### config.mk
export PLATFORM = sky130hd
export DESIGN_NAME = regfile_mp_flat
export DESIGN_NICKNAME = d
export VERILOG_FILES = /design/src/rtl/regfile_pkg.sv /design/src/rtl/regfile_mp_if.sv /design/src/rtl/regfile_rd_port.sv /design/src/rtl/regfile_mp.sv /design/src/flat_wrapper.sv
export SDC_FILE = /design/constraint.sdc
export NUM_CORES = 2
export LEC_CHECK = 0
export ABC_AREA = 1
export CAP_MARGIN = 15
export CELL_PAD_IN_SITES_DETAIL_PLACEMENT = 1
export CELL_PAD_IN_SITES_GLOBAL_PLACEMENT = 1
export CORE_MARGIN = 3
export CORE_UTILIZATION = 25
export DETAILED_ROUTE_END_ITERATION = 7
export MAX_ROUTING_LAYER = met4
export PLACE_DENSITY = 0.53
export SYNTH_ARGS = -nofsm -noshare
export SYNTH_HDL_FRONTEND = slang
export SYNTH_SLANG_ARGS = --single-unit
### constraint.sdc
create_clock -name clk -period 3.6 [get_ports clk]
set_input_delay 0.72 -clock clk [delete_from_list [all_inputs] [get_ports clk]]
set_output_delay 0.72 -clock clk [all_outputs]
set_load 0.005 [all_outputs]
### src/rtl/regfile_pkg.sv
// Shared types, defaults and the write-port priority encoder for regfile_mp.
// Latency: n/a (declarations only).
// Backpressure: n/a.
package regfile_pkg;

  localparam int XLEN_DEFAULT  = 32;
  localparam int NREGS_DEFAULT = 32;
  // Upper bound on write ports; wr_select works on a hit vector of this width.
  localparam int WR_MAX        = 3;

  typedef logic [XLEN_DEFAULT-1:0]           xlen_t;
  typedef logic [$clog2(NREGS_DEFAULT)-1:0]  reg_idx_t;

  // Highest-numbered set bit of the write-hit vector. Higher ports win
  // collisions, so the ascending scan lets later matches overwrite earlier.
  function automatic logic [1:0] wr_select(input logic [WR_MAX-1:0] hit);
    logic [1:0] sel;
    sel = '0;
    for (int p = 0; p < WR_MAX; p++) begin
      if (hit[p]) sel = 2'(p);
    end
    return sel;
  endfunction

endpackage

### src/rtl/regfile_mp_if.sv
// Bundle of read, write and reservation signals between core and regfile_mp.
// Latency: n/a (wires only).
// Backpressure: none; every field is sampled/driven every cycle.
//   master: issue/writeback side (drives indices, writes, reservations)
//   slave : register file (drives read data, pending flags, pend_any)
interface regfile_mp_if
  import regfile_pkg::*;
#(
  parameter int XLEN = XLEN_DEFAULT,
  parameter int AW   = $clog2(NREGS_DEFAULT),
  parameter int NRD  = 2,
  parameter int NWR  = 2
) ();

  logic [NRD-1:0][AW-1:0]   rs_idx;
  logic [NRD-1:0][XLEN-1:0] rs_data;
  logic [NRD-1:0]           rs_pend;
  logic [NWR-1:0]           we;
  logic [NWR-1:0][AW-1:0]   rd_idx;
  logic [NWR-1:0][XLEN-1:0] rd_data;
  logic                     rsv_valid;
  logic [AW-1:0]            rsv_idx;
  logic                     pend_any;

  modport master (
    output rs_idx, we, rd_idx, rd_data, rsv_valid, rsv_idx,
    input  rs_data, rs_pend, pend_any
  );

  modport slave (
    input  rs_idx, we, rd_idx, rd_data, rsv_valid, rsv_idx,
    output rs_data, rs_pend, pend_any
  );

endinterface

### src/rtl/regfile_rd_port.sv
// One combinational read port: storage word + pending bit, with write bypass and x0 rule.
// Latency: 0 cycles (pure combinational).
// Backpressure: none.
//   in : rs_idx, word/pend_bit of the addressed register, all write ports
//   out: rs_data, rs_pend
module regfile_rd_port
  import regfile_pkg::*;
#(
  parameter int XLEN     = XLEN_DEFAULT,
  parameter int AW       = 5,
  parameter int NWR      = 2,
  parameter int BYPASS   = 1,
  parameter int ZERO_REG = 1
) (
  input  logic [AW-1:0]            rs_idx,
  input  logic [XLEN-1:0]          word,
  input  logic                     pend_bit,
  input  logic [NWR-1:0]           we,
  input  logic [NWR-1:0][AW-1:0]   rd_idx,
  input  logic [NWR-1:0][XLEN-1:0] rd_data,
  output logic [XLEN-1:0]          rs_data,
  output logic                     rs_pend
);

  logic [WR_MAX-1:0] hit;
  logic [1:0]        sel;
  logic [XLEN-1:0]   fwd;

  always_comb begin
    hit = '0;
    for (int p = 0; p < NWR; p++) begin
      hit[p] = we[p] && (rd_idx[p] == rs_idx);
    end
  end

  assign sel = wr_select(hit);

  always_comb begin
    fwd = '0;
    for (int p = 0; p < NWR; p++) begin
      if (sel == 2'(p)) fwd = rd_data[p];
    end
  end

  // x0 takes precedence over bypass: a write to x0 must never become visible.
  always_comb begin
    rs_data = word;
    rs_pend = pend_bit;
    if (ZERO_REG != 0 && rs_idx == '0) begin
      rs_data = '0;
      rs_pend = 1'b0;
    end else if (BYPASS != 0 && (|hit)) begin
      rs_data = fwd;
      rs_pend = 1'b0;
    end
  end

endmodule

### src/rtl/regfile_mp.sv
// Multi-port register file with per-register pending scoreboard.
// Latency: reads combinational; writes/reservations visible after the next edge (writes same cycle with BYPASS).
// Backpressure: none; every port accepted every cycle.
//   clk, reset : single clock, synchronous active-high reset
//   bus        : regfile_mp_if slave (reads, writes, reservation, pend_any)
module regfile_mp
  import regfile_pkg::*;
#(
  parameter int XLEN     = XLEN_DEFAULT,
  parameter int NREGS    = NREGS_DEFAULT,
  parameter int NRD      = 2,
  parameter int NWR      = 2,
  parameter int BYPASS   = 1,
  parameter int ZERO_REG = 1
) (
  input  logic         clk,
  input  logic         reset,
  regfile_mp_if.slave  bus
);

  localparam int AW = $clog2(NREGS);

  logic [NREGS-1:0][XLEN-1:0] regs, regs_nxt;
  logic [NREGS-1:0]           pend, pend_nxt;
  logic                       pend_any_q;
  logic [NRD-1:0][XLEN-1:0]   rs_data_w;
  logic [NRD-1:0]             rs_pend_w;

  // Ascending port order makes the highest-numbered colliding write win.
  // The reservation is applied last so it survives a same-cycle write:
  // it belongs to a newer producer than the one writing back.
  always_comb begin
    regs_nxt = regs;
    pend_nxt = pend;
    for (int p = 0; p < NWR; p++) begin
      if (bus.we[p] && !(ZERO_REG != 0 && bus.rd_idx[p] == '0)) begin
        regs_nxt[bus.rd_idx[p]] = bus.rd_data[p];
        pend_nxt[bus.rd_idx[p]] = 1'b0;
      end
    end
    if (bus.rsv_valid && !(ZERO_REG != 0 && bus.rsv_idx == '0)) begin
      pend_nxt[bus.rsv_idx] = 1'b1;
    end
  end

  always_ff @(posedge clk) begin
    if (reset) begin
      regs       <= '0;
      pend       <= '0;
      pend_any_q <= 1'b0;
    end else begin
      regs       <= regs_nxt;
      pend       <= pend_nxt;
      pend_any_q <= |pend_nxt;
    end
  end

  for (genvar r = 0; r < NRD; r++) begin : g_rd
    regfile_rd_port #(
      .XLEN     (XLEN),
      .AW       (AW),
      .NWR      (NWR),
      .BYPASS   (BYPASS),
      .ZERO_REG (ZERO_REG)
    ) u_rd (
      .rs_idx   (bus.rs_idx[r]),
      .word     (regs[bus.rs_idx[r]]),
      .pend_bit (pend[bus.rs_idx[r]]),
      .we       (bus.we),
      .rd_idx   (bus.rd_idx),
      .rd_data  (bus.rd_data),
      .rs_data  (rs_data_w[r]),
      .rs_pend  (rs_pend_w[r])
    );
  end

  assign bus.rs_data  = rs_data_w;
  assign bus.rs_pend  = rs_pend_w;
  assign bus.pend_any = pend_any_q;

endmodule

### src/flat_wrapper.sv
// flat-port wrapper written by rule: the top's interface ports become plain ports
module regfile_mp_flat import regfile_pkg::*;
#(
  parameter int XLEN     = XLEN_DEFAULT,
  parameter int NREGS    = NREGS_DEFAULT,
  parameter int NRD      = 2,
  parameter int NWR      = 2,
  parameter int BYPASS   = 1,
  parameter int ZERO_REG = 1
)
  (clk, reset, bus_rs_idx, bus_we, bus_rd_idx, bus_rd_data, bus_rsv_valid, bus_rsv_idx, bus_rs_data, bus_rs_pend, bus_pend_any);
  regfile_mp_if #(.XLEN(XLEN), .AW(5), .NRD(NRD), .NWR(NWR)) bus_i ();
  input  logic clk;
  input  logic reset;
  input wire logic [$bits(bus_i.rs_idx)-1:0] bus_rs_idx;
  input wire logic [$bits(bus_i.we)-1:0] bus_we;
  input wire logic [$bits(bus_i.rd_idx)-1:0] bus_rd_idx;
  input wire logic [$bits(bus_i.rd_data)-1:0] bus_rd_data;
  input wire logic [$bits(bus_i.rsv_valid)-1:0] bus_rsv_valid;
  input wire logic [$bits(bus_i.rsv_idx)-1:0] bus_rsv_idx;
  output wire logic [$bits(bus_i.rs_data)-1:0] bus_rs_data;
  output wire logic [$bits(bus_i.rs_pend)-1:0] bus_rs_pend;
  output wire logic [$bits(bus_i.pend_any)-1:0] bus_pend_any;
  assign bus_i.rs_idx = bus_rs_idx;
  assign bus_i.we = bus_we;
  assign bus_i.rd_idx = bus_rd_idx;
  assign bus_i.rd_data = bus_rd_data;
  assign bus_i.rsv_valid = bus_rsv_valid;
  assign bus_i.rsv_idx = bus_rsv_idx;
  assign bus_rs_data = bus_i.rs_data;
  assign bus_rs_pend = bus_i.rs_pend;
  assign bus_pend_any = bus_i.pend_any;
  regfile_mp #(.XLEN(XLEN), .NREGS(NREGS), .NRD(NRD), .NWR(NWR), .BYPASS(BYPASS), .ZERO_REG(ZERO_REG)) u_core (.clk(clk), .reset(reset), .bus(bus_i));
endmodule
==> flow_summary_export.csv <==
group,metric,value,unit
yosys,synth_cells,10700,
placement,gp_congestion,0.963,
final_layout,final_area,0.0890,mm2
yosys,synth-edff-count,0,
die,top_level_ports,161,
clock_network,cts_max_level,4,
sta,max-slew-margin-rel,38.7,%
critical_path,critPathArrivalTime,2.93,ns
global_routing,overflow,0,
critical_path,cp_max_fo,15,
global_routing,grt_pass1_vias,85300,
yosys,yosysTopAreaCellShare,31.1,%
yosys,ys_seq_elements,1057,
power,ir_drop,0.000402,V
yosys,synth_most_common_cell,"o21ai_0",
power,internal_power,22.8,mW
clock_network,numCtsBuffers,139,
critical_path,crit_type,"input pin to output port",
placement,port_buffers,160,
detailed_routing,routed_wl,490000,um
yosys,ys.flop_type,"dfxtp_1",
yosys,synth_area_leader_cell,"dfxtp_1",
placement,postPlaceCellArea,0.0808,mm2
sta,max_freq,274,MHz
worst_hold_path,hp-class,"input pin to flop",
power,p_sw,11.0,mW
sta,clock_skew,0.0252,ns
status,status,"finished, violations left",
placement,place_ws,-0.498,ns
yosys,synth_area,0.0681,mm2
power,clkPwrFrac,43.8,%
die,die_w,528,um
sta,timing.final.ws_setup,-0.0517,ns
sta,tightest_slew,0.918,ns
detailed_routing,viasPerCell,6.04,
power,p_seq_share,35.9,%
die,die_h,528,um
final_layout,syn_to_final_growth,30.8,%
yosys,ys_types,36,
flow_run,cap_violations,0,
critical_path,required,2.88,ns
clock_network,clk_latency,0.83,ns
detailed_routing,antenna_left,0,
die,coreArea,0.269,mm2
detailed_routing,firstDrtPassIters,8,
detailed_routing,avgRoutedWirePerCell,33.4,um
sta,hold_violations,0,
detailed_routing,via_count,88600,
clock_network,clock_sinks,1057,
status,violations,"setup timing",
clock_network,path_clk_slew,0.07,ns
global_routing,gr-usage-all-layers,34.5,%
critical_path,cp-end-kind,"output port",
yosys,synth_warnings,0,
power,pwr_density_cell,379,mW/mm2
global_routing,antenna_found_initial,32,
clock_network,cts-root-buf,"clkbuf_16",
clock_network,clk_path_buf_depth,3,
power,comb_power_share,20.4,%
die,fp-row-count,190,
sta,slew_violations,0,
global_routing,grt_pass1_wl,675000,um
yosys,synth_common_cells,"2,100 x o21ai_0, 1,286 x inv_1, 1,057 x dfxtp_1",
yosys,synth_nets,10800,
power,p_sw_share,32.5,%
yosys,ys_async_sr_fraction,0,%
detailed_routing,drtIter0Drc,11300,
critical_path,cp-start-kind,"input pin",
global_routing,grt_max_degree,92,
final_layout,drive_above_1_share,15.5,%
final_layout,post-route-util,33.1,%
clock_network,cts_tree,"built",
die,initial_core_util,25.3,%
sta,finalCritPeriodShare,101,%
yosys,ys_seq_area_share,31.1,%
power,power_leakage,39.0,nW
yosys,ys_top_cells_by_area,"dfxtp_1 31%, o21ai_0 15%, o211ai_1 8.6%",
final_layout,final_nets,11100,
die,die_area,0.279,mm2
placement,dp_hpwl,326000,um
sta,setup_viol,6,
sta,final.min_clock_period,3.65,ns
detailed_routing,drc_errors,0,
sta,rsz0062_at_grt,"yes",
yosys,syn-mean-instance-area,6.36,um2
==> power groups by stage <==
stage | Clock (mW) | Sequential (mW) | Combinational (mW)
final | 14.8 | 12.1 | 6.87
after global routing | 15.4 | 12.1 | 7.06
after CTS | 14.9 | 12.1 | 6.51
after detailed placement | 0 | 12.3 | 6.12
after global placement | 0 | 12.3 | 6.06
after floorplan | 0 | 12.3 | 2.62
==> kinds of logic (layout without fill, tap and decap cells) <==
kind of cell    Yosys count  after routing  share of synthesized area [%]
flops                  1057           1057                           31.1
compound gates         4443           4443                           37.5
buf+inv                2482           2868                           14.1
simple gates           2718           2718                           17.3
mux                       1              1                         0.0147
other cells               0             26                              0
==> final cells by class <==
cell class	count	area, um2
inverters	1329	5080
diodes	26	65.1
fillers	33000	180000
clock buffers	208	4220
repair inverters	1	11.3
repair buffers	1294	15000
well taps	3552	4440
clock inverters	36	405
multi-input cells	7162	38600
flip-flops and latches	1057	21200
==> worst max-delay path, cell delays in order <==
cell,delay (ns)
buf_12,0.13
clkinv_16,0.11
nand2_8,0.15
buf_4,0.14
buf_6,0.22
o22ai_1,0.11
o21ai_0,0.29
nand3_1,0.22
nand3_1,0.21
nand3_4,0.12
nand2_4,0.14
inv_1,0.04
dlygate4sd2_1,0.26
==> stage by stage <==
| stage | hold WS, ns | instances | power, mW | TNS [ns] |
|---|---|---|---|---|
| 6_report | 0.416 | 14700 | 33.7 | -0.148 |
| 3_5_place_dp | 0.437 | 14300 | 18.5 | -20.36 |
| 5_1_grt | 0.434 | 14700 | 34.5 | -0.305 |
| 2_1_floorplan | 0.416 | 10700 | 14.9 | 0 |
| 4_1_cts | 0.393 | 14600 | 33.5 | -0.692 |
| 3_3_place_gp | 0.431 | 14300 | 18.4 | -21.38 |
==> metal layers <==
metal / vias to the layer above / track usage (%) / wire, um
met2: 5056 / 51.8 / 214000
met1: 44600 / 43.4 / 201000
met4: 0 / 18.7 / 29900
met3: 1366 / 6.66 / 45400
li1: 37600 / - / -
met5: - / - / 0
==> sequential cells by signal (all words and copies together) (netlist names) <==
signal,count
u_core.pend,32
u_core.bus.pend_any,1
u_core.regs,1024
==> path summary, 6_finish.rpt <==
| check | from | to | slack (ns) | cells past startpoint |
|---|---|---|---|---|
| setup / recovery | bus_rs_idx[0] | bus_rs_data[18] | -0.05 | 13 |
| hold / removal | reset | u_core.pend[27] | 0.42 | 3 |
| setup reg to reg | u_core.pend[15] | u_core.bus.pend_any | 2.13 | 9 |
| hold reg to reg | u_core.regs[15] | u_core.regs[15] | 0.45 | 2 |
==> repair_timing <==
| item | CTS | global route |
|---|---|---|
| pin swaps | 42 | 67 |
| resized for setup | 399 | 190 |
| setup endpoints to repair | 66 | 47 |
| hold buffers | 0 | 0 |
| gates cloned | 29 | 7 |
| setup buffers | 65 | 43 |
| hold endpoints to repair | 0 | 0 |
==> layout by cell type (no fill, tap or decap), types with 54 or more instances in the layout <==
master,Yosys,routed
nand3_1,1007,866
inv_1,1286,1268
o22ai_1,92,91
o21ai_1,53,186
nand2_1,729,679
dlygate4sd2_1,0,54
buf_4,9,756
buf_12,1,274
o221ai_1,120,119
clkbuf_16,0,154
o211ai_1,781,781
a22oi_1,184,184
a21oi_1,1002,989
nor2_1,915,902
dfxtp_1,1057,1057
o21ai_0,2100,1962
nand3_2,3,112
clkdlybuf4s50_1,0,60
Note: power is estimated with default switching activity, not from simulation.
